===== config.mk =====
export PLATFORM = sky130hd
export DESIGN_NAME = fetch_queue_flat
export DESIGN_NICKNAME = d
export VERILOG_FILES = /design/src/rtl/fetch_queue_pkg.sv /design/src/rtl/fetch_queue_if.sv /design/src/rtl/fetch_queue_inst_fifo.sv /design/src/rtl/fetch_queue.sv /design/src/flat_wrapper.sv
export SDC_FILE = /design/constraint.sdc
export NUM_CORES = 1
export LEC_CHECK = 0
export BUFFER_PORTS_ARGS = -buffer_cell sky130_fd_sc_hd__buf_4
export CAP_MARGIN = 10
export CORE_ASPECT_RATIO = 0.75
export CORE_UTILIZATION = 40
export CTS_CLUSTER_DIAMETER = 120
export DETAILED_ROUTE_END_ITERATION = 7
export GPL_TIMING_DRIVEN = 0
export HOLD_SLACK_MARGIN = 0.03
export PLACE_DENSITY = 0.63
export SYNTH_ARGS = -nofsm -noshare
export SYNTH_HDL_FRONTEND = slang
export SYNTH_HIERARCHICAL = 1
export SYNTH_SLANG_ARGS = --single-unit

===== constraint.sdc =====
create_clock -name clk -period 13.29 [get_ports clk]
set_input_delay 0 -clock clk [delete_from_list [all_inputs] [get_ports clk]]
set_output_delay 0 -clock clk [all_outputs]
set_load 0.05 [all_outputs]

===== src/rtl/fetch_queue_pkg.sv =====
// fetch_queue shared types: widths, opcodes, FSM encodings, queue entry.
// Imported by the fetch interface, the instruction FIFO and the fetch top.
package fetch_queue_pkg;

  localparam int ADDR_WIDTH = 32;
  localparam int INST_WIDTH = 32;

  localparam logic [6:0] OP_JAL    = 7'b1101111;
  localparam logic [6:0] OP_JALR   = 7'b1100111;
  localparam logic [6:0] OP_BRANCH = 7'b1100011;

  typedef enum logic [1:0] {
    FQ_IDLE = 2'd0,
    FQ_WAIT = 2'd1,
    FQ_HOLD = 2'd2,
    FQ_DROP = 2'd3
  } fq_state_t;

  typedef struct packed {
    logic [ADDR_WIDTH-1:0] pc;
    logic [INST_WIDTH-1:0] inst;
  } fq_entry_t;

  function automatic logic is_ctrl(
    input logic [INST_WIDTH-1:0] inst
  );
    return (inst[6:0] == OP_JAL)  ||
           (inst[6:0] == OP_JALR) ||
           (inst[6:0] == OP_BRANCH);
  endfunction

  function automatic logic [31:0] sat_inc(
    input logic [31:0] v,
    input logic        en
  );
    return (en && (v != '1)) ? v + 32'd1 : v;
  endfunction

endpackage


===== src/rtl/fetch_queue_if.sv =====
// Fetch bus: memory request/response plus decode head handshake.
// master = fetch stage, slave = memory controller / decoder side.
interface fetch_queue_if;
  import fetch_queue_pkg::*;

  logic                  if2mem_req;
  logic [ADDR_WIDTH-1:0] if2mem_addr;
  logic                  mem2if_valid;
  logic [INST_WIDTH-1:0] mem2if_inst;
  logic                  if2dec;
  logic [ADDR_WIDTH-1:0] pc_out;
  logic [INST_WIDTH-1:0] inst_out;
  logic                  dec_ready;

  modport master (
    output if2mem_req, if2mem_addr,
    output if2dec, pc_out, inst_out,
    input  mem2if_valid, mem2if_inst,
    input  dec_ready
  );

  modport slave (
    input  if2mem_req, if2mem_addr,
    input  if2dec, pc_out, inst_out,
    output mem2if_valid, mem2if_inst,
    output dec_ready
  );

endinterface


===== src/rtl/fetch_queue_inst_fifo.sv =====
// inst_fifo: power-of-two {pc, inst} queue with clear and enable.
// Head reads as zero while empty.
module inst_fifo
  import fetch_queue_pkg::*;
#(
  parameter int DEPTH = 8
) (
  input  logic      clk,
  input  logic      rst_in,
  input  logic      en,
  input  logic      push,
  input  logic      pop,
  input  logic      clear,
  input  fq_entry_t din,
  output fq_entry_t dout,
  output logic      full,
  output logic      empty
);

  localparam int AW = $clog2(DEPTH);
  localparam int CW = AW + 1;

  fq_entry_t       mem [DEPTH];
  logic [AW-1:0]   wr_ptr;
  logic [AW-1:0]   rd_ptr;
  logic [CW-1:0]   count;
  logic            do_push;
  logic            do_pop;

  assign empty   = (count == '0);
  assign full    = (count == CW'(DEPTH));
  assign do_pop  = pop && !empty;
  assign do_push = push && (!full || do_pop);
  assign dout    = empty ? '0 : mem[rd_ptr];

  always_ff @(posedge clk or posedge rst_in) begin
    if (rst_in) begin
      wr_ptr <= '0;
      rd_ptr <= '0;
      count  <= '0;
    end else if (en) begin
      if (clear) begin
        wr_ptr <= '0;
        rd_ptr <= '0;
        count  <= '0;
      end else begin
        if (do_push) wr_ptr <= wr_ptr + 1'b1;
        if (do_pop)  rd_ptr <= rd_ptr + 1'b1;
        count <= count + CW'(do_push)
                       - CW'(do_pop);
      end
    end
  end

  always_ff @(posedge clk) begin
    if (en && do_push && !clear)
      mem[wr_ptr] <= din;
  end

endmodule


===== src/rtl/fetch_queue.sv =====
// fetch_queue: single-outstanding word fetch into an instruction queue.
// Optional FETCH_QUEUE_STATS_EN adds fetched/hold/dropped counters.
module fetch_queue
  import fetch_queue_pkg::*;
#(
  parameter int                    IQ_DEPTH = 8,
  parameter logic [ADDR_WIDTH-1:0] RESET_PC = '0
) (
  input  logic                  clk,
  input  logic                  rst_in,
  input  logic                  rdy_in,
  fetch_queue_if.master         bus,
  input  logic                  dec_redirect,
  input  logic [ADDR_WIDTH-1:0] dec_redirect_pc,
  input  logic                  flush,
  input  logic [ADDR_WIDTH-1:0] flush_pc
`ifdef FETCH_QUEUE_STATS_EN
  ,
  output logic [31:0]           stat_fetched,
  output logic [31:0]           stat_hold_cycles,
  output logic [31:0]           stat_dropped
`endif
);

  fq_state_t             state, state_n;
  logic [ADDR_WIDTH-1:0] pc, pc_n;
  logic [ADDR_WIDTH-1:0] addr, addr_n;
  logic                  req, req_n;
  logic                  push;
  logic                  pop;
  logic                  full;
  logic                  empty;
  logic                  mem_v;
  logic                  outstanding;
  fq_entry_t             head;

  assign mem_v       = bus.mem2if_valid;
  assign outstanding = (state == FQ_WAIT) ||
                       (state == FQ_DROP);
  assign pop         = !empty && bus.dec_ready
                       && rdy_in;

  inst_fifo #(.DEPTH(IQ_DEPTH)) u_fifo (
    .clk   (clk),
    .rst_in(rst_in),
    .en    (rdy_in),
    .push  (push),
    .pop   (pop),
    .clear (flush),
    .din   ('{pc: pc, inst: bus.mem2if_inst}),
    .dout  (head),
    .full  (full),
    .empty (empty)
  );

  always_comb begin
    state_n = state;
    pc_n    = pc;
    addr_n  = addr;
    req_n   = req;
    push    = 1'b0;
    if (flush || dec_redirect) begin
      pc_n = flush ? flush_pc : dec_redirect_pc;
      // A response landing this cycle retires the request itself.
      if (outstanding && !mem_v) begin
        state_n = FQ_DROP;
      end else begin
        state_n = FQ_IDLE;
        req_n   = 1'b0;
      end
    end else begin
      case (state)
        FQ_IDLE: begin
          if (!full) begin
            req_n   = 1'b1;
            addr_n  = pc;
            state_n = FQ_WAIT;
          end
        end
        FQ_WAIT: begin
          if (mem_v) begin
            push  = 1'b1;
            req_n = 1'b0;
            if (is_ctrl(bus.mem2if_inst)) begin
              state_n = FQ_HOLD;
            end else begin
              pc_n    = pc + ADDR_WIDTH'(4);
              state_n = FQ_IDLE;
            end
          end
        end
        FQ_HOLD: ;
        FQ_DROP: begin
          if (mem_v) begin
            req_n   = 1'b0;
            state_n = FQ_IDLE;
          end
        end
        default: state_n = FQ_IDLE;
      endcase
    end
  end

  always_ff @(posedge clk or posedge rst_in) begin
    if (rst_in) begin
      state <= FQ_IDLE;
      pc    <= RESET_PC;
      addr  <= '0;
      req   <= 1'b0;
    end else if (rdy_in) begin
      state <= state_n;
      pc    <= pc_n;
      addr  <= addr_n;
      req   <= req_n;
    end
  end

  assign bus.if2mem_req  = req;
  assign bus.if2mem_addr = addr;
  assign bus.if2dec      = !empty;
  assign bus.pc_out      = head.pc;
  assign bus.inst_out    = head.inst;

`ifdef FETCH_QUEUE_STATS_EN
  logic drop_ev;
  assign drop_ev = outstanding && mem_v &&
                   (flush || dec_redirect ||
                    state == FQ_DROP);

  always_ff @(posedge clk or posedge rst_in) begin
    if (rst_in) begin
      stat_fetched     <= '0;
      stat_hold_cycles <= '0;
      stat_dropped     <= '0;
    end else if (rdy_in) begin
      stat_fetched <= sat_inc(stat_fetched, push);
      stat_hold_cycles <= sat_inc(stat_hold_cycles,
                                  state == FQ_HOLD);
      stat_dropped <= sat_inc(stat_dropped, drop_ev);
    end
  end
`endif

endmodule


===== src/flat_wrapper.sv =====
// flat-port wrapper written by rule: the top's interface ports become plain ports
module fetch_queue_flat import fetch_queue_pkg::*;
#(
  parameter int                    IQ_DEPTH = 8,
  parameter logic [ADDR_WIDTH-1:0] RESET_PC = '0
)
  (clk, rst_in, rdy_in, dec_redirect, dec_redirect_pc, flush, flush_pc, bus_if2mem_req, bus_if2mem_addr, bus_if2dec, bus_pc_out, bus_inst_out, bus_mem2if_valid, bus_mem2if_inst, bus_dec_ready);
  fetch_queue_if bus_i ();
  input  logic clk;
  input  logic rst_in;
  input  logic rdy_in;
  input  logic dec_redirect;
  input  logic [ADDR_WIDTH-1:0] dec_redirect_pc;
  input  logic flush;
  input  logic [ADDR_WIDTH-1:0] flush_pc;
  output wire logic [$bits(bus_i.if2mem_req)-1:0] bus_if2mem_req;
  output wire logic [$bits(bus_i.if2mem_addr)-1:0] bus_if2mem_addr;
  output wire logic [$bits(bus_i.if2dec)-1:0] bus_if2dec;
  output wire logic [$bits(bus_i.pc_out)-1:0] bus_pc_out;
  output wire logic [$bits(bus_i.inst_out)-1:0] bus_inst_out;
  input wire logic [$bits(bus_i.mem2if_valid)-1:0] bus_mem2if_valid;
  input wire logic [$bits(bus_i.mem2if_inst)-1:0] bus_mem2if_inst;
  input wire logic [$bits(bus_i.dec_ready)-1:0] bus_dec_ready;
  assign bus_if2mem_req = bus_i.if2mem_req;
  assign bus_if2mem_addr = bus_i.if2mem_addr;
  assign bus_if2dec = bus_i.if2dec;
  assign bus_pc_out = bus_i.pc_out;
  assign bus_inst_out = bus_i.inst_out;
  assign bus_i.mem2if_valid = bus_mem2if_valid;
  assign bus_i.mem2if_inst = bus_mem2if_inst;
  assign bus_i.dec_ready = bus_dec_ready;
  fetch_queue #(.IQ_DEPTH(IQ_DEPTH), .RESET_PC(RESET_PC)) u_core (.clk(clk), .rst_in(rst_in), .rdy_in(rdy_in), .bus(bus_i), .dec_redirect(dec_redirect), .dec_redirect_pc(dec_redirect_pc), .flush(flush), .flush_pc(flush_pc));
endmodule

# Word level (Yosys, flattened, before mapping)

Memories as Yosys holds them, arrays and structs flattened.
Index checks and enable logic that the tools add are counted.

Bits in registers: 77
Memory bits (writable): 512
Output and inout port bits: 98
Word-level logic and storage cells: 86
Memories kept: 1

Add/sub/neg operators: 5
Equality and inequality tests: 12
Muxes and demuxes: 28
Bitwise gates (word level): 2
Reductions and logical operators: 31

Memory list:

| memory            | words | width | rd ports | clocked after memory_dff | wr ports | RTL line                    | source |
|---|---|---|---|---|---|---|---|
| u_core.u_fifo.mem | 8     | 64    | 1        | 0                        | 1        | fetch_queue_inst_fifo.sv:23 | `fq_entry_t mem [DEPTH];` |

Operators with widths:

| operator                | number |
|---|---|
| $mux W32                | 5 |
| $mux W64                | 1 |
| $add A32 B3 Y32 const B | 1 |
| $eq A7 B7 Y1 const B    | 3 |
| $mux W2                 | 6 |
| $mux W3                 | 4 |
| $reduce_and A5 Y1       | 2 |
| $mux W1                 | 9 |
| $ne A3 B3 Y1 const B    | 3 |
| $reduce_and A4 Y1       | 2 |
| $reduce_bool A2 Y1      | 4 |
| $logic_and A1 B1 Y1     | 7 |
| $add A3 B1 Y3 const B   | 2 |
| $pmux W2 S3             | 1 |
| $logic_or A1 B1 Y1      | 5 |
| $add A4 B1 Y4           | 1 |
| $eq A4 B4 Y1 const B    | 1 |
| $logic_not A1 Y1        | 4 |
| $logic_not A4 Y1        | 1 |
| $mux W4                 | 1 |
| $reduce_and A2 Y1       | 2 |
| $reduce_bool A4 Y1      | 1 |
| $sub A4 B1 Y4           | 1 |
| $ne A3 B1 Y1 const B    | 1 |
| 9 further kinds         | 10 |

# Logic depth before layout (Yosys ltp)

Depth after elaboration: 11
Depth in mapped cells: 14
Mapped depth without buffers: 13

# Modules after synthesis

Netlist, hierarchy kept.

Modules (own cells, without submodules):

| module      | instances | cells each | area an instance (µm²) | sequential area each (µm²) |
|---|---|---|---|---|
| inst_fifo   | 1         | 957        | 20055.5                | 15625.0 |
| fetch_queue | 1         | 396        | 3699.8                 | 1676.6 |

# Worst setup path before layout

OpenSTA, ideal clock, no wires.

Kind: flip-flop to flip-flop
Start point: reg u_core.u_fifo.count[2]
End point: mem u_core/u_fifo/mem[3][0] (netlist bit), enable pin
Library setup time: 0.578 ns
Data arrival time: 6.706 ns
Data required time: 12.712 ns
Path slack: 6.006 ns
Stages on the path, launching flop included: 11
Path buffers: 1
Period minus slack after synthesis: 7.284 ns
Cells stage by stage: dfrtp_1 inv_1 ha_1 nor3b_1 clkbuf_1 inv_1 and3_1 nand2b_1 a211oi_2 nand2_1 nor3b_1

Word-level cells in the longest chain between the ends: 11

RTL lines:

| what                             | RTL line                    | source |
|---|---|---|
| from (decl)                      | fetch_queue_inst_fifo.sv:26 | `logic [CW-1:0] count;` |
| from (signal assigned)           | fetch_queue_inst_fifo.sv:49 | `count <= count + CW'(do_push)` |
| $logic_not A4 Y1                 | fetch_queue_inst_fifo.sv:30 | `assign empty = (count == '0);` |
| named net u_core.empty           | fetch_queue.sv:32           | `logic empty;` |
| $logic_not A1 Y1                 | --                          |  |
| named net bus_if2dec             | flat_wrapper.sv:18          | `output wire logic [$bits(bus_i.if2dec)-1:0] bus_if2dec;` |
| $logic_and A1 B1 Y1              | fetch_queue.sv:40           | `assign pop = !empty && bus.dec_ready` |
| $logic_and A1 B1 Y1              | fetch_queue.sv:41           | `&& rdy_in;` |
| named net u_core.pop             | fetch_queue.sv:30           | `logic pop;` |
| $logic_and A1 B1 Y1              | fetch_queue_inst_fifo.sv:32 | `assign do_pop = pop && !empty;` |
| $logic_or A1 B1 Y1               | fetch_queue_inst_fifo.sv:33 | `assign do_push = push && (!full \|\| do_pop);` |
| $logic_and A1 B1 Y1              | fetch_queue_inst_fifo.sv:33 |  |
| $logic_and A1 B1 Y1 (2 in a row) | fetch_queue_inst_fifo.sv:56 | `if (en && do_push && !clear)` |
| $mux W1                          | fetch_queue_inst_fifo.sv:56 |  |
| $mux W1 (not written as such)    | fetch_queue_inst_fifo.sv:57 | `mem[wr_ptr] <= din;` |
| to (decl)                        | fetch_queue_inst_fifo.sv:23 |  |

The timed path passes the listed nets, and every way through them passes these cells.

# Worst setup path in the final report

Start point: in flush
End point: mem u_core/u_fifo/mem[5][10] (netlist bit), enable pin

Word-level cells in the longest chain between the ends: 7

RTL lines:

| what                             | RTL line                    | source |
|---|---|---|
| from (decl)                      | flat_wrapper.sv:14          | `input logic flush;` |
| $logic_or A1 B1 Y1               | fetch_queue.sv:62           | `if (flush \|\| dec_redirect) begin` |
| $mux W1                          | fetch_queue.sv:62           |  |
| named net u_core.push            | fetch_queue.sv:29           | `logic push;` |
| $logic_and A1 B1 Y1              | fetch_queue_inst_fifo.sv:33 |  |
| $logic_and A1 B1 Y1 (2 in a row) | fetch_queue_inst_fifo.sv:56 |  |
| $mux W1                          | fetch_queue_inst_fifo.sv:56 |  |
| $mux W1 (not written as such)    | fetch_queue_inst_fifo.sv:57 |  |

The timed path passes the listed nets, and every way through them passes these cells.

==> results.toml <==
[layout]
regArea_mm2 = 0.0173
multi_input_area_mm2 = 0.00602
post_layout_nonfiller_instances = 2595
final_net_count = 1878
drive_gt1_share_pct = 29.6
fillers = 4791
finalInstanceArea_mm2 = 0.0299
flow.area_growth_from_synthesis_pct = 25.7

[setup_path]
worst_path_largest_cell_delay_ns = 0.78
worst_setup_path_end_kind = "flip-flop"
timing.critical_path.arrival_ns = 4.56
critPathLaunchType = "input pin"
worst_path_max_delay_cell = "nor3_2"
critPathTopFamily = "buffers and inverters"
category_of_the_critical_setup_timing_path = "in2reg"
worst_ep_required_time_ns = 13.61
crit_path_max_fanout = 12
worst_path_bufs_invs = 9
crit_path_cell_trace = "dlygate4sd3_1 -> buf_4 -> or2_2 -> clkbuf_1 -> clkbuf_1 -> buf_1 -> nor2_1 -> inv_1 -> a211oi_2 -> nand2_1 -> nor3_2 -> buf_8 -> buf_8 -> buf_6"

[routing]
ant_nets = 0
post_drt_via_cell_ratio = 5.57
route.detailed.wl_per_inst_um = 24.4
drtPass1Iterations = 5
drc = 0
drt-initial-drc-count = 1656
via_count = 14500
finalWirelength_um = 63400

[die]
fp-row-count = 76
die_h_um = 213
chipWidth_um = 283
core_area_mm2 = 0.0580
floorplan.io_pins = 201
dieArea_mm2 = 0.0604
starting_density_of_the_core_pct = 41.0

[logic_synthesis]
syn_avg_cell_area_um2 = 17.6
netlist_instances = 1353
synth_top_cells_by_area = "edfxtp_1, mux4_2, dfrtp_1"
yosysTopAreaCellShare_pct = 64.7
netlist_area_mm2 = 0.0238
yosys_most_used_dff = "edfxtp_1"
postSynthNetCount = 1465
postSynthRegisterBits = 589
synth_enable_flop_cells = 512
yosysTopAreaCell = "edfxtp_1"
postSynth.asyncResetShare_pct = 13.1
synth.yosys.seq_area_share_pct = 72.8
synth_cell_type_count = 63
yosys_warning_total = 6

[clock_tree]
clock_latency_ns = 0.62
tritoncts_clock_tree = "done"
worst_setup_hold_path_clk_slew_ns = 0.06
cts_resized = 0
cts.htree.levels = 2
cts_buffers = 56
post_cts_setup_repair_buffer_count = 0
numClockSinks = 589
clk_path_buf_depth = 3
root_buffer = "clkbuf_16"

[global_route]
grt_antenna_before_repair = 0
grt_pass1_vias = 14900
grt_max_degree = 60
grt_pass1_wl_um = 94800
grtUsageTotal_pct = 21.3
global_route.overflow_total = 0

[placed_design]
numPlacedInstances = 2382
routability_congestion = 0.848
dp_hpwl_um = 42500
placement.io_buffers = 199
placedInstanceArea_mm2 = 0.0269

[timing]
clock-skew-final_ns = 0.0242
fin_crit_ns = 4.24
finalSetupTns_ns = 0
slew_at_the_pin_closest_to_its_max_slew_limit_ns = 1.23
grt_setup_unrepaired = "no"
timing.final.hold_violations = 0
timing.slew.headroom_pct = 17.6
setup_viol_count_final = 0
pins_over_their_slew_limit = 0
clock.fmax_mhz = 236
layout_worst_path_cycle_share_pct = 31.9

[run]
max_cap_violations = 0

[power]
max-vdd-ir-drop_mv = 0.143
pwr_density_cell_mw_per_mm2 = 175
total_leakage_power_nw = 10.3

[run_status]
outcome = "finished, final reports clean"

[worst_hold_path]
path_category_of_the_worst_min_delay_check = "in2reg"
==> cells in the final DEF, fill, tap and decap left out, types with 6 or more instances in the layout <==
cell type and n:
clkinv_1 7, buf_8 7, inv_1 13, clkbuf_1 65, a221oi_1 11, nor2_1 39
o22ai_1 11, clkbuf_8 9, clkbuf_16 57, mux4_2 128, a31oi_1 10, bufinv_16 6
buf_2 16, nor3_1 7, ha_1 8, dfrtp_1 77, a21oi_1 98, nand3_1 15
mux2_2 31, nand2_1 155, buf_6 49, edfxtp_1 512, buf_4 202, o21ai_0 40
dlygate4sd3_1 106, a22oi_1 9, a22o_1 6, nand4_1 12
==> cell type report <==
class	count	area share [%]
flip-flops and latches	589	57.9
multi-input cells	668	20.2
repair buffers	355	10.7
clock buffers	84	5.42
well taps	780	3.27
plain buffers	82	1.41
clock inverters	22	0.897
inverters	14	0.184
diodes	1	0.00838
==> cell usage after synthesis, types with 4 or more instances <==
cell      instances
a21oi_1          98
a221oi_1         11
a22o_1            6
a22oi_1           9
a31oi_1          10
and3_1            4
and4_1            4
buf_1             5
buf_2            16
buf_6            11
clkbuf_1         47
dfrtp_1          77
edfxtp_1        512
ha_1              8
inv_1            14
mux2_2           31
mux2i_1           4
mux4_2          128
nand2_1         155
nand2b_1          5
nand3_1          15
nand4_1          12
nor2_1           41
nor2b_1           4
nor3_1           11
nor3b_1           5
nor4_1            5
o21ai_0          40
o22ai_1          11
==> metrics by stage <==
step / hold slack (ns) / total power, mW / utilization [%] / setup slack (ns)
detailed placement: -0.0600 / 3.61 / 46.4 / 8.78
floorplan: -0.160 / 3.10 / - / 6.01
global route: 0.0996 / 5.42 / 51.5 / 8.90
finish: 0.105 / 5.23 / 51.5 / 9.05
CTS: 0.0394 / 5.28 / 51.5 / 9.17
global placement: 0.0563 / 3.59 / 45.2 / 0.826
==> tightest hold or removal path: cells and delay by family <==
family | cells | cell delay [ns]
mux | 1 | 0.08
simple gates | 2 | 0.31
compound gates | 1 | 0.17
buf+inv | 1 | 0.09
==> timing repair <==
item	in CTS	in global routing
hold buffers	106	0
endpoints found under the hold margin	377	0
endpoints found under the setup margin	0	0
==> flip-flops by register name, indices dropped and copies added (netlist names) <==
name and cells:
u_core/bus.if2mem_addr 32, u_core/u_fifo/count 4, u_core/u_fifo/wr_ptr 3, u_core/state 2
u_core/u_fifo/mem 512, u_core/bus.if2mem_req 1, u_core/pc 32, u_core/u_fifo/rd_ptr 3
==> final timing paths <==
check / start / cells past startpoint / slack [ns] / to
setup reg to reg: u_core/u_fifo/count[2] / 13 / 9.41 / u_core/u_fifo/mem[5][10]
hold reg to reg: u_core/bus.if2mem_addr[6] / 2 / 0.49 / u_core/bus.if2mem_addr[6]
max in group asynchronous: rst_in / 5 / 12.19 / u_core/bus.if2mem_addr[2]
setup / recovery: flush / 14 / 9.05 / u_core/u_fifo/mem[5][10]
hold / removal: flush_pc[26] / 5 / 0.10 / u_core/pc[26]
min in group asynchronous: rst_in / 4 / 0.51 / u_core/bus.if2mem_addr[0]
==> layer usage <==
layer  track usage [%]  up-vias  part of all wire (%)
met3              4.62       81                   8.3
met4              5.31        0                   1.7
li1                  -     6233                     -
met2              33.2      659                    46
met1              30.5     7489                    44
met5                 0        -                     0
==> power by group <==
group / internal (mW) / total (mW) / switching [mW] / leakage, nW
logic: 0.431 / 1.39 / 0.955 / 3.81
clock network: 0.957 / 1.64 / 0.679 / 0.914
registers: 2.11 / 2.21 / 0.102 / 5.59
total: 3.50 / 5.23 / 1.74 / 10.3
==> kinds of logic (layout without fill, tap and decap cells) <==
group | count (synthesis) | count (layout) | share of synthesized area, %
other cells | 0 | 1 | 0
simple gates | 278 | 278 | 5.29
buf+inv | 96 | 557 | 2.00
xor+xnor | 2 | 2 | 0.0738
mux | 163 | 163 | 13.8
compound gates | 216 | 216 | 5.53
flops | 589 | 589 | 72.8
fa+ha+maj | 9 | 9 | 0.506
Power figures use the tool's default switching activity.
